File: config.mk
export PLATFORM = sky130hd
export DESIGN_NAME = bypass_hazard_unit
export DESIGN_NICKNAME = d
export VERILOG_FILES = /design/src/rtl/bypass_hazard_unit.sv
export SDC_FILE = /design/constraint.sdc
export NUM_CORES = 1
export LEC_CHECK = 0
export BUFFER_PORTS_ARGS = -buffer_cell sky130_fd_sc_hd__buf_2
export CELL_PAD_IN_SITES_DETAIL_PLACEMENT = 0
export CELL_PAD_IN_SITES_GLOBAL_PLACEMENT = 1
export CORE_AREA = 8 8 88 90
export CTS_BUF_LIST = sky130_fd_sc_hd__clkbuf_16
export CTS_CLUSTER_DIAMETER = 30
export DETAILED_ROUTE_END_ITERATION = 7
export DIE_AREA = 0 0 96 98
export PLACE_DENSITY = 0.84
export SYNTH_ARGS = -nofsm -noshare
export SYNTH_HDL_FRONTEND = slang
export SYNTH_SLANG_ARGS = --single-unit
File: constraint.sdc
create_clock -name clock -period 1.95 [get_ports clock]
set_input_delay 0.195 -clock clock [delete_from_list [all_inputs] [get_ports clock]]
set_output_delay 0.195 -clock clock [all_outputs]
set_load 0.03 [all_outputs]
File: src/rtl/bypass_hazard_unit.sv
// rtl/bypass_hazard_unit.sv - MX/WX forward selects plus load-use and mult/div decode stalls
// Optional HAZARD_PERF_EN adds a saturating stall cycle counter on port stall_count.
module bypass_hazard_unit #(
    parameter int REG_BITS  = 5,
    parameter int OP_BITS   = 5,
    parameter int MD_CYCLES = 32,
    parameter int CNT_BITS  = 32
) (
    input  logic                clock,
    input  logic                reset,
    input  logic                d_valid,
    input  logic [OP_BITS-1:0]  d_opcode,
    input  logic [4:0]          d_aluop,
    input  logic [REG_BITS-1:0] d_rd,
    input  logic [REG_BITS-1:0] d_rs,
    input  logic [REG_BITS-1:0] d_rt,
    output logic                stall,
    output logic [1:0]          fwd_a_sel,
    output logic [1:0]          fwd_b_sel,
    output logic [1:0]          fwd_st_sel,
    output logic                md_busy
`ifdef HAZARD_PERF_EN
    ,
    output logic [CNT_BITS-1:0] stall_count
`endif
);

    localparam logic [OP_BITS-1:0] OP_R    = OP_BITS'(5'b00000);
    localparam logic [OP_BITS-1:0] OP_ADDI = OP_BITS'(5'b00101);
    localparam logic [OP_BITS-1:0] OP_SW   = OP_BITS'(5'b00111);
    localparam logic [OP_BITS-1:0] OP_LW   = OP_BITS'(5'b01000);
    localparam int MD_W = (MD_CYCLES > 2) ? $clog2(MD_CYCLES) : 1;

    typedef struct packed {
        logic                valid;
        logic                wr;
        logic                is_load;
        logic                is_md;
        logic [REG_BITS-1:0] rd;
        logic [REG_BITS-1:0] rs;
        logic [REG_BITS-1:0] rt;
        logic                uses_a;
        logic                uses_b;
        logic                uses_st;
    } rec_t;

    rec_t                x_q, m_q, w_q, d_rec, x_d;
    logic [MD_W-1:0]     md_cnt_q;
    logic                md_busy_q;
    logic [REG_BITS-1:0] md_rd_q;
    logic                is_r, is_addi, is_sw, is_lw, d_is_md;
    logic                load_use, md_hit, d_touch_md;
    logic                unused_ok;

    function automatic logic [1:0] pick(input logic use_src, input logic [REG_BITS-1:0] src,
                                        input rec_t m, input rec_t w);
        if (use_src && m.wr && !m.is_load && m.rd == src) return 2'd1;
        if (use_src && w.wr && w.rd == src)               return 2'd2;
        return 2'd0;
    endfunction

    always_comb begin
        is_r    = (d_opcode == OP_R);
        is_addi = (d_opcode == OP_ADDI);
        is_sw   = (d_opcode == OP_SW);
        is_lw   = (d_opcode == OP_LW);
        d_is_md = d_valid && is_r && (d_aluop == 5'b00110 || d_aluop == 5'b00111);
        d_rec   = '0;
        if (d_valid) begin
            d_rec.valid   = 1'b1;
            d_rec.rd      = d_rd;
            d_rec.rs      = d_rs;
            d_rec.rt      = d_rt;
            d_rec.uses_a  = is_r || is_addi || is_lw || is_sw;
            d_rec.uses_b  = is_r;
            d_rec.uses_st = is_sw;
            // Writers to r0 are dropped here so nothing downstream needs an r0 check
            d_rec.wr      = ((is_r && !d_is_md) || is_addi || is_lw) && (d_rd != '0);
            d_rec.is_load = is_lw;
            d_rec.is_md   = d_is_md;
        end
    end

    always_comb begin
        load_use = x_q.is_load && x_q.wr &&
                   ((d_rec.uses_a  && d_rs == x_q.rd) ||
                    (d_rec.uses_b  && d_rt == x_q.rd) ||
                    (d_rec.uses_st && d_rd == x_q.rd));
        d_touch_md = (md_rd_q != '0) &&
                     ((d_rec.uses_a  && d_rs == md_rd_q) ||
                      (d_rec.uses_b  && d_rt == md_rd_q) ||
                      (d_rec.uses_st && d_rd == md_rd_q) ||
                      ((d_rec.wr || d_is_md) && d_rd == md_rd_q));
        md_hit = md_busy_q && (d_touch_md || d_is_md);
        stall  = d_valid && (load_use || md_hit);
        x_d    = stall ? '0 : d_rec;
    end

    always_comb begin
        fwd_a_sel  = pick(x_q.uses_a,  x_q.rs, m_q, w_q);
        fwd_b_sel  = pick(x_q.uses_b,  x_q.rt, m_q, w_q);
        fwd_st_sel = pick(x_q.uses_st, x_q.rd, m_q, w_q);
    end

    assign md_busy   = md_busy_q;
    assign unused_ok = ^{x_q.valid, m_q, w_q};

    always_ff @(posedge clock or posedge reset) begin
        if (reset) begin
            x_q       <= '0;
            m_q       <= '0;
            w_q       <= '0;
            md_cnt_q  <= '0;
            md_busy_q <= 1'b0;
            md_rd_q   <= '0;
        end else begin
            x_q <= x_d;
            m_q <= x_q;
            w_q <= m_q;
            // A mul/div reaching X (re)arms the occupancy window
            if (x_q.is_md) begin
                md_cnt_q  <= MD_W'(MD_CYCLES - 1);
                md_busy_q <= 1'b1;
                md_rd_q   <= x_q.rd;
            end else if (md_busy_q) begin
                if (md_cnt_q == '0) md_busy_q <= 1'b0;
                else                md_cnt_q  <= md_cnt_q - 1'b1;
            end
        end
    end

`ifdef HAZARD_PERF_EN
    logic [CNT_BITS-1:0] stall_count_q;
    assign stall_count = stall_count_q;

    always_ff @(posedge clock or posedge reset) begin
        if (reset)                               stall_count_q <= '0;
        else if (stall && stall_count_q != '1)   stall_count_q <= stall_count_q + 1'b1;
    end
`endif

endmodule

; After elaboration in Yosys (flattened, before gate mapping)
; Cells that the tools add are included.
; W data, S select, Z words.
[totals]
rom_bits = 0
latch_bits = 0
regBits = 45
elab_cells = 118
mem_count = 0
ramBits = 0
input_bits = 28
[classes]
add_sub_neg = 1
reduce_logical = 53
n_lt_le_gt_ge = 0
eq_ne = 18
shift = 0
div = 0
multipliers = 0
n_bitwise = 0
mux = 29
[ops]
columns = cell, n
row1 = $eq A5 B5 Y1, 12
row2 = $mux W21, 2
row3 = $logic_and A1 B1 Y1, 31
row4 = $mux W2, 12
row5 = $eq A5 B3 Y1 const B, 4
row6 = $mux W5, 3
row7 = $logic_or A1 B1 Y1, 14
row8 = $mux W1, 12
row9 = $logic_not A5 Y1, 2
row10 = $reduce_bool A5 Y1, 2
row11 = $eq A5 B4 Y1 const B, 1
row12 = $sub A5 B1 Y5 const B, 1
row13 = $logic_not A1 Y1, 2
row14 = $ne A2 B2 Y1 const B, 1
row15 = $reduce_and A2 Y1, 1
row16 = $reduce_bool A2 Y1, 1

; Depth between registers and ports, before layout
; Gate-level depths: netlist of the first run.
[depth]
ltp_word = 19
depth_mapped = 8

; Worst setup path after synthesis of the first run
; OpenSTA, ideal clock, no wires.
[synth_path]
path_type = register to register
startpoint = reg md_cnt_q[0]
endpoint = reg md_cnt_q[2]
n_path_buf = 0
stages_incl_launch_ff = 9
setup_slack_ps = -98
period_less_slack_ps = 2048
arrival_time_ps = 1921
path_cell_list = dfrtp_1 inv_1 ha_1 inv_1 o41ai_1 inv_1 a21oi_1 a31oi_1 or2_2
[synth_via]
elab_chain_cells = 4
word_cells_on_any_way = 7
[synth_lines]
columns = item, line
row1 = from (decl), 48  ; logic [MD_W-1:0] md_cnt_q;
row2 = from (signal assigned), 122  ; md_cnt_q <= MD_W'(MD_CYCLES - 1);
row3 = from (signal assigned), 127  ; else md_cnt_q <= md_cnt_q - 1'b1;
row4 = $sub A5 B1 Y5, 127
row5 = $mux W5, 126  ; if (md_cnt_q == '0) md_busy_q <= 1'b0;
row6 = $mux W5, 125  ; end else if (md_busy_q) begin
row7 = $mux W5, 121  ; if (x_q.is_md) begin
; Several ways; a longest one is shown, not always the timed one. The select of a mux whose other input is x is not followed.
; A chain may end at the register's enable or synchronous reset.

; Final worst setup path of the first run
[layout_path]
startpoint = reg md_rd_q[1]
endpoint = out stall
[layout_via]
elab_chain_cells = 10
word_cells_on_any_way = 16
[layout_lines]
columns = item, line
row1 = from (decl), 50  ; logic [REG_BITS-1:0] md_rd_q;
row2 = from (signal assigned), 124  ; md_rd_q <= x_q.rd;
row3 = "$eq A5 B5 Y1, on equally long branches", "90, 91"
row4 = "$logic_and A1 B1 Y1, on equally long branches", "90, 91"
row5 = $logic_or A1 B1 Y1, 90  ; ((d_rec.uses_a && d_rs == md_rd_q) ||
row6 = $logic_or A1 B1 Y1, 91  ; (d_rec.uses_b && d_rt == md_rd_q) ||
row7 = $logic_or A1 B1 Y1, 92  ; (d_rec.uses_st && d_rd == md_rd_q) ||
row8 = $logic_and A1 B1 Y1 *, 89  ; d_touch_md = (md_rd_q != '0) &&
row9 = $logic_or A1 B1 Y1 *, 94  ; md_hit = md_busy_q && (d_touch_md || d_is_md);
row10 = $logic_and A1 B1 Y1 *, 94
row11 = $logic_or A1 B1 Y1 *, 95  ; stall = d_valid && (load_use || md_hit);
row12 = $logic_and A1 B1 Y1 *, 95
row13 = to (decl), 17  ; output logic stall,
; Every way passes the cells marked *; elsewhere a longest branch is shown, timed or not.

==> results_dict.tcl, run 1 <==
set metrics [dict create \
    ys_seq_area_share_pct 46.2 \
    portBuffers 34 \
    die-area_um2 9410 \
    drive_gt1_share_pct 33.8 \
    outcome "finished with violations" \
    grt_setup_unrepaired "yes" \
    violations "negative setup slack" \
    final_antenna_net_count 0 \
    timing_worst_setup_path_type "register to output port" \
    clkTransAtPathRegs_ns 0.06 \
    maxSlewViolCount 0 \
    vias_per_cell 5.10 \
    synth-async-reset-ratio_pct 100 \
    via_count 1948 \
    cts.path.max_buffers 2 \
    synth_top_area_share_pct 46.2 \
    timing.hold.ws_ns 0.172 \
    drt-pass1-iter-count 4 \
    die_y_um 98 \
    routabilityCongestion 0.815 \
    core_um2 6490 \
    cts.sinks 45 \
    hold_viol 0 \
    power_density_nw_per_um2 692 \
    path_buf_inv 1 \
    grt_pass1_vias 2084 \
    ys_seq_elements 45 \
    worstPathCellList "xor2_1 > a2111oi_2 > a21bo_2 > a31oi_4 > or2_4 > buf_6" \
    drv_cap 0 \
    arrival_ns 1.93 \
    critPathMaxFanout 4 \
    setup-violations-final 1 \
    synthToLayoutAreaGrowth_pct 32.1 \
    required_ns 1.75 \
    avgSynthCellArea_um2 10.2 \
    grt_pass1_wl_mm 9.72 \
    synth_cell_type_count 38 \
    synth_top_cell_by_area "dfrtp_1" \
    synth_edf_count 0 \
    dp.final_hpwl_mm 4.63 \
    grt_start_max_net_pins 23 \
    cp_slowest_cell "dfrtp_2" \
    synthCells 238 \
    critPathMaxStageDelay_ns 0.44 \
    antenna_found_initial 0 \
    synth_nets 268 \
    ys_warn_count 0 \
    drtIter0Drc 98 \
    ios 36 \
    maxSlewHeadroom_pct 59.8 \
    drc 0 \
    reg2reg_slack_ns 0.05 \
    htree_levels 2 \
    nNetsFinal 332 \
    synth_area_leaders "dfrtp_1 46%, xnor2_1 18%, nor3_1 5.1%" \
    start_util_pct 37.5 \
    syn_area_um2 2430 \
    finalClockSkew_ns 0.00604 \
    routedWlPerCell_um 15.6 \
    cp_top_family "compound AO/OA/AOI/OAI gates" \
    min_period_ns 2.13 \
    grt_util_all_layers_pct 13.2 \
    cts_tree "built" \
    cp-end-kind "output port" \
    critical_path.startpoint_type "register" \
    fmax_mhz 470 \
    min_period_over_period_pct 109 \
    worst_ir_drop_vdd_mv 0.346 \
    n_fill_cell 592 \
    setup_ws_ns -0.178 \
    routed_wl_mm 5.96 \
    dp_slack_ns -0.220 \
    ys.flop_type "dfrtp_1" \
    hold_class "primary input to register" \
    worstSkewPairLatency_ns 0.28 \
    p_leak_nw 1.48 \
    row_count 30 \
    die_x_um 96 \
    yosysMostFrequentCell "xnor2_1" \
    cts_buffers 5 \
    diodes 0 \
    synth_common_cells "50 x xnor2_1, 45 x dfrtp_1, 25 x nor3_1" \
    ctsRootBufferMaster "clkbuf_16" \
    worstMarginPinSlew_ns 0.600 \
    overflow 0 \
]
## sequential cells by signal, indices dropped and copies added (netlist names)
name	flops
x_q	21
m_q	7
md_rd_q	5
md_busy	1
w_q	6
md_cnt_q	5
## metal layers
metal  share of wire [%]  track usage, %  up-vias
met3                 4.4            2.99       11
met1                  38            14.2      957
met5                   0               0        -
met4                 2.5            5.33        0
li1                    -               -      937
met2                  55            23.8       43
## tightest hold or removal path, cell delays in order
cell and delay [ns]:
buf_2 0.12, nand2_1 0.06, nor3_1 0.04
## final timing paths
check	cells past startpoint	from	end
worst min register to register	0	x_q[20]$_DFF_PP0_	m_q[20]$_DFF_PP0_
worst max register to register	7	md_rd_q[1]$_DFFE_PP0P_	x_q[15]$_DFF_PP0_
worst min-delay path	3	d_rs[4]	x_q[12]$_DFF_PP0_
max in group asynchronous	4	reset	m_q[13]$_DFF_PP0_
worst max-delay path	6	md_rd_q[1]$_DFFE_PP0P_	stall
min in group asynchronous	3	reset	md_cnt_q[4]$_DFFE_PP0P_
## area by class of cell
class                           count  area, um2  share of cell area [%]
Multi-Input combinational cell    175       1310                    40.8
Inverter                            5       18.8                   0.583
Sequential cell                    45       1130                    35.1
Tap cell                           80        100                    3.11
Clock buffer                        5        125                    3.89
Clock inverter                      2       35.0                    1.09
Timing Repair Buffer               70        494                    15.4
## layout by cell type (no fill, tap or decap), types with 2 or more instances in the layout
master | Yosys | final
nor4_1 | 7 | 6
buf_2 | 5 | 33
a31oi_1 | 2 | 2
nor3_2 | 0 | 6
mux2_2 | 5 | 5
ha_1 | 2 | 2
nand3_1 | 13 | 13
clkbuf_16 | 0 | 6
inv_1 | 5 | 4
nor2b_1 | 2 | 2
buf_4 | 1 | 30
xor2_1 | 13 | 13
nor2_1 | 8 | 8
xnor2_1 | 50 | 49
dfrtp_2 | 0 | 3
buf_6 | 1 | 3
dfrtp_1 | 45 | 42
nand2_1 | 18 | 18
nor3_4 | 0 | 2
nor3_1 | 25 | 17
nand4_1 | 7 | 7
nand2b_1 | 3 | 3
## cell families (layout without fill, tap and decap cells)
kind of cell / Yosys count / count (layout) / synth area share [%]
and+or+nand+nor: 92 / 92 / 19.8
muxes: 5 / 5 / 2.31
buffers and inverters: 18 / 82 / 3.49
xor gates and xnor gates: 63 / 63 / 22.7
DFF: 45 / 45 / 46.2
adders and majority gates: 2 / 2 / 1.03
AOI/OAI and AO/OA: 13 / 13 / 4.42
## where the power goes
group	leakage, nW	internal [mW]	switching [mW]
combinational	0.805	0.152	0.138
clock	0.0797	0.594	0.322
sequential	0.595	0.971	0.0491
## per-stage QoR
step / setup TNS [ns] / utilization [%] / power (mW) / cells / cell area [um2]
6_report: -0.178 / 49.5 / 2.23 / 382 / 3220
5_1_grt: -1.13 / 49.5 / 2.32 / 382 / 3220
4_1_cts: -0.174 / 48.1 / 2.24 / 381 / 3120
3_5_place_dp: -1.51 / 44.5 / 1.32 / 370 / 2890
3_3_place_gp: -1.62 / 44.5 / 1.31 / 370 / 2890
2_1_floorplan: 0 / - / 1.19 / 238 / 2440
## timing repair
| item | CTS | global route |
|---|---|---|
| pin swaps | 5 | 0 |
| endpoints found under the hold margin | 14 | 0 |
| setup buffers | 3 | 1 |
| endpoints found under the setup margin | 1 | 20 |
| gates resized for setup | 11 | 14 |
| hold buffers | 1 | 0 |
| gates cloned | 0 | 1 |
No activity file was read; power rests on OpenSTA's default activity.
==> run 2, diff against run 1 <==
--- a/config.mk
+++ b/config.mk
@@ -13,6 +13,7 @@
 export CTS_CLUSTER_DIAMETER = 30
 export DETAILED_ROUTE_END_ITERATION = 7
 export DIE_AREA = 0 0 96 98
+export GPL_TIMING_DRIVEN = 0
 export PLACE_DENSITY = 0.84
 export SYNTH_ARGS = -nofsm -noshare
 export SYNTH_HDL_FRONTEND = slang
==> results_dict.tcl, run 2 (synthesis results as in run 1) <==
set metrics [dict create \
    outcome "finished with violations" \
    violations "negative setup slack" \
    cts_tree "built" \
    overflow 0 \
    die-area_um2 9410 \
    arrival_ns 1.95 \
    grt_util_all_layers_pct 12.9 \
    startpoint "md_rd_q[1]$_DFFE_PP0P_" \
    min_period_over_period_pct 110 \
    core_um2 6490 \
    post-route-util_pct 46.5 \
    largestRegisters "x_q (21), m_q (7), w_q (6)" \
    p_leak_nw 1.35 \
    reg2reg_slack_ns 0.13 \
    setup-violations-final 1 \
    hold_class "primary input to register" \
    worst_ir_drop_vdd_mv 0.325 \
    internal_power_mw 1.58 \
    die_x_um 96 \
    worstSkewPairLatency_ns 0.29 \
    synthToLayoutAreaGrowth_pct 24.0 \
    cts_buffers 5 \
    antenna_found_initial 0 \
    finalClockSkew_ns 0.00514 \
    setup_ws_ns -0.194 \
    stdcell_count 365 \
    min_period_ns 2.14 \
    dpl.cell_count 353 \
    cp-end-kind "output port" \
    clkPwrFrac_pct 38.9 \
    pwr-share-seq_pct 48.0 \
    routabilityCongestion 0.805 \
    hold_viol 0 \
    top_register "x_q" \
    worstMarginPinSlew_ns 0.453 \
    worstHoldStart "d_rt[0]" \
    drv_cap 0 \
    p_sw_mw 0.531 \
    ios 36 \
    r2r_start "md_rd_q[1]$_DFFE_PP0P_" \
    sw_frac_of_total_pct 25.1 \
    via_count 1836 \
    largest_reg_flops 21 \
    diodes 0 \
    comb_power_share_pct 13.1 \
    critical_path.startpoint_type "register" \
    routedWlPerCell_um 15.5 \
    timing_worst_setup_path_type "register to output port" \
    routed_wl_mm 5.66 \
    grt_pass1_vias 2014 \
    final_antenna_net_count 0 \
    portBuffers 34 \
    row_count 30 \
    ctsRootBufferMaster "clkbuf_16" \
    maxSlewViolCount 0 \
    fmax_mhz 466 \
    dp.final_hpwl_mm 4.43 \
    maxSlewHeadroom_pct 69.7 \
    cts.path.max_buffers 2 \
    drc 0 \
    grt_pass1_wl_mm 9.41 \
    critPathMaxFanout 4 \
    required_ns 1.75 \
    drtIter0Drc 54 \
    grt_setup_unrepaired "yes" \
    final_common_cell "xnor2_1" \
    nNetsFinal 314 \
    mostFrequentLayoutCells "49 x xnor2_1, 39 x dfrtp_1, 36 x buf_2" \
    die_y_um 98 \
    start_util_pct 37.5 \
    vias_per_cell 5.03 \
    power_density_nw_per_um2 700 \
    drt-pass1-iter-count 4 \
    setup_tns_ns -0.194 \
    dp_slack_ns -0.341 \
    cts.sinks 45 \
    clkTransAtPathRegs_ns 0.06 \
    htree_levels 2 \
    grt_start_max_net_pins 46 \
    drive_gt1_share_pct 28.4 \
]
==> run 2: cell count changes in the layout (fill, tap and decap cells not counted), sizes merged <==
cell,before,now
buf,68,46
bufinv,1,0
clkbuf,6,10
clkinv,2,1
clkinvlp,0,1
inv,4,6
==> run 2: cell type report <==
type	count	area, um2
fillers	607	3470
multi-input cells	175	1290
repair buffers	41	255
clock buffers	5	125
well taps	80	100
flip-flops and latches	45	1130
clock inverters	3	21.3
plain buffers	11	75.1
inverters	5	18.8
==> run 2: through the flow <==
step / cell area, um2 / total power [mW] / hold slack [ns]
6_report: 3020 / 2.11 / 0.176
5_1_grt: 3020 / 2.21 / 0.182
4_1_cts: 3010 / 2.14 / 0.169
3_5_place_dp: 2740 / 1.29 / 0.259
3_3_place_gp: 2710 / 1.28 / 0.351
2_1_floorplan: 2440 / 1.19 / 0.316
==> run 2: critical path, cell delays in order (launching register included) <==
cell	delay (ns)
dfrtp_2	0.44
xor2_1	0.16
a2111oi_2	0.31
a21bo_2	0.27
a31oi_4	0.21
or2_4	0.15
buf_6	0.12
==> run 2: worst paths after layout <==
path                       cells past startpoint                endpoint
setup / recovery                               6                   stall
hold / removal                                 3        x_q[3]$_DFF_PP0_
setup reg to reg                               6        x_q[2]$_DFF_PP0_
hold reg to reg                                0       w_q[20]$_DFF_PP0_
max in group asynchronous                      4  md_rd_q[0]$_DFFE_PP0P_
min in group asynchronous                      4  md_rd_q[4]$_DFFE_PP0P_
==> run 2: power groups by stage <==
stage | Sequential [mW] | Clock [mW] | Combinational (mW)
6_report | 1.01 | 0.823 | 0.277
3_5_place_dp | 1.03 | 0 | 0.267
4_1_cts | 1.01 | 0.845 | 0.277
3_3_place_gp | 1.03 | 0 | 0.253
5_1_grt | 1.02 | 0.885 | 0.307
2_1_floorplan | 1.02 | 0 | 0.176
==> run 2: what timing repair did <==
item,4_1_cts,5_1_grt
hold buffers,1,0
buffers inserted,5,0
gates resized for setup,23,3
pin swaps,9,2
setup endpoints to repair,23,22
endpoints found under the hold margin,45,0
cloned,0,0
==> run 2: metal layers <==
layer  share of wire, %  GRT usage (%)
met1                 40           14.5
met2                 52           21.7
met3                4.6           2.76
met4                3.3           7.34
met5                  0              0
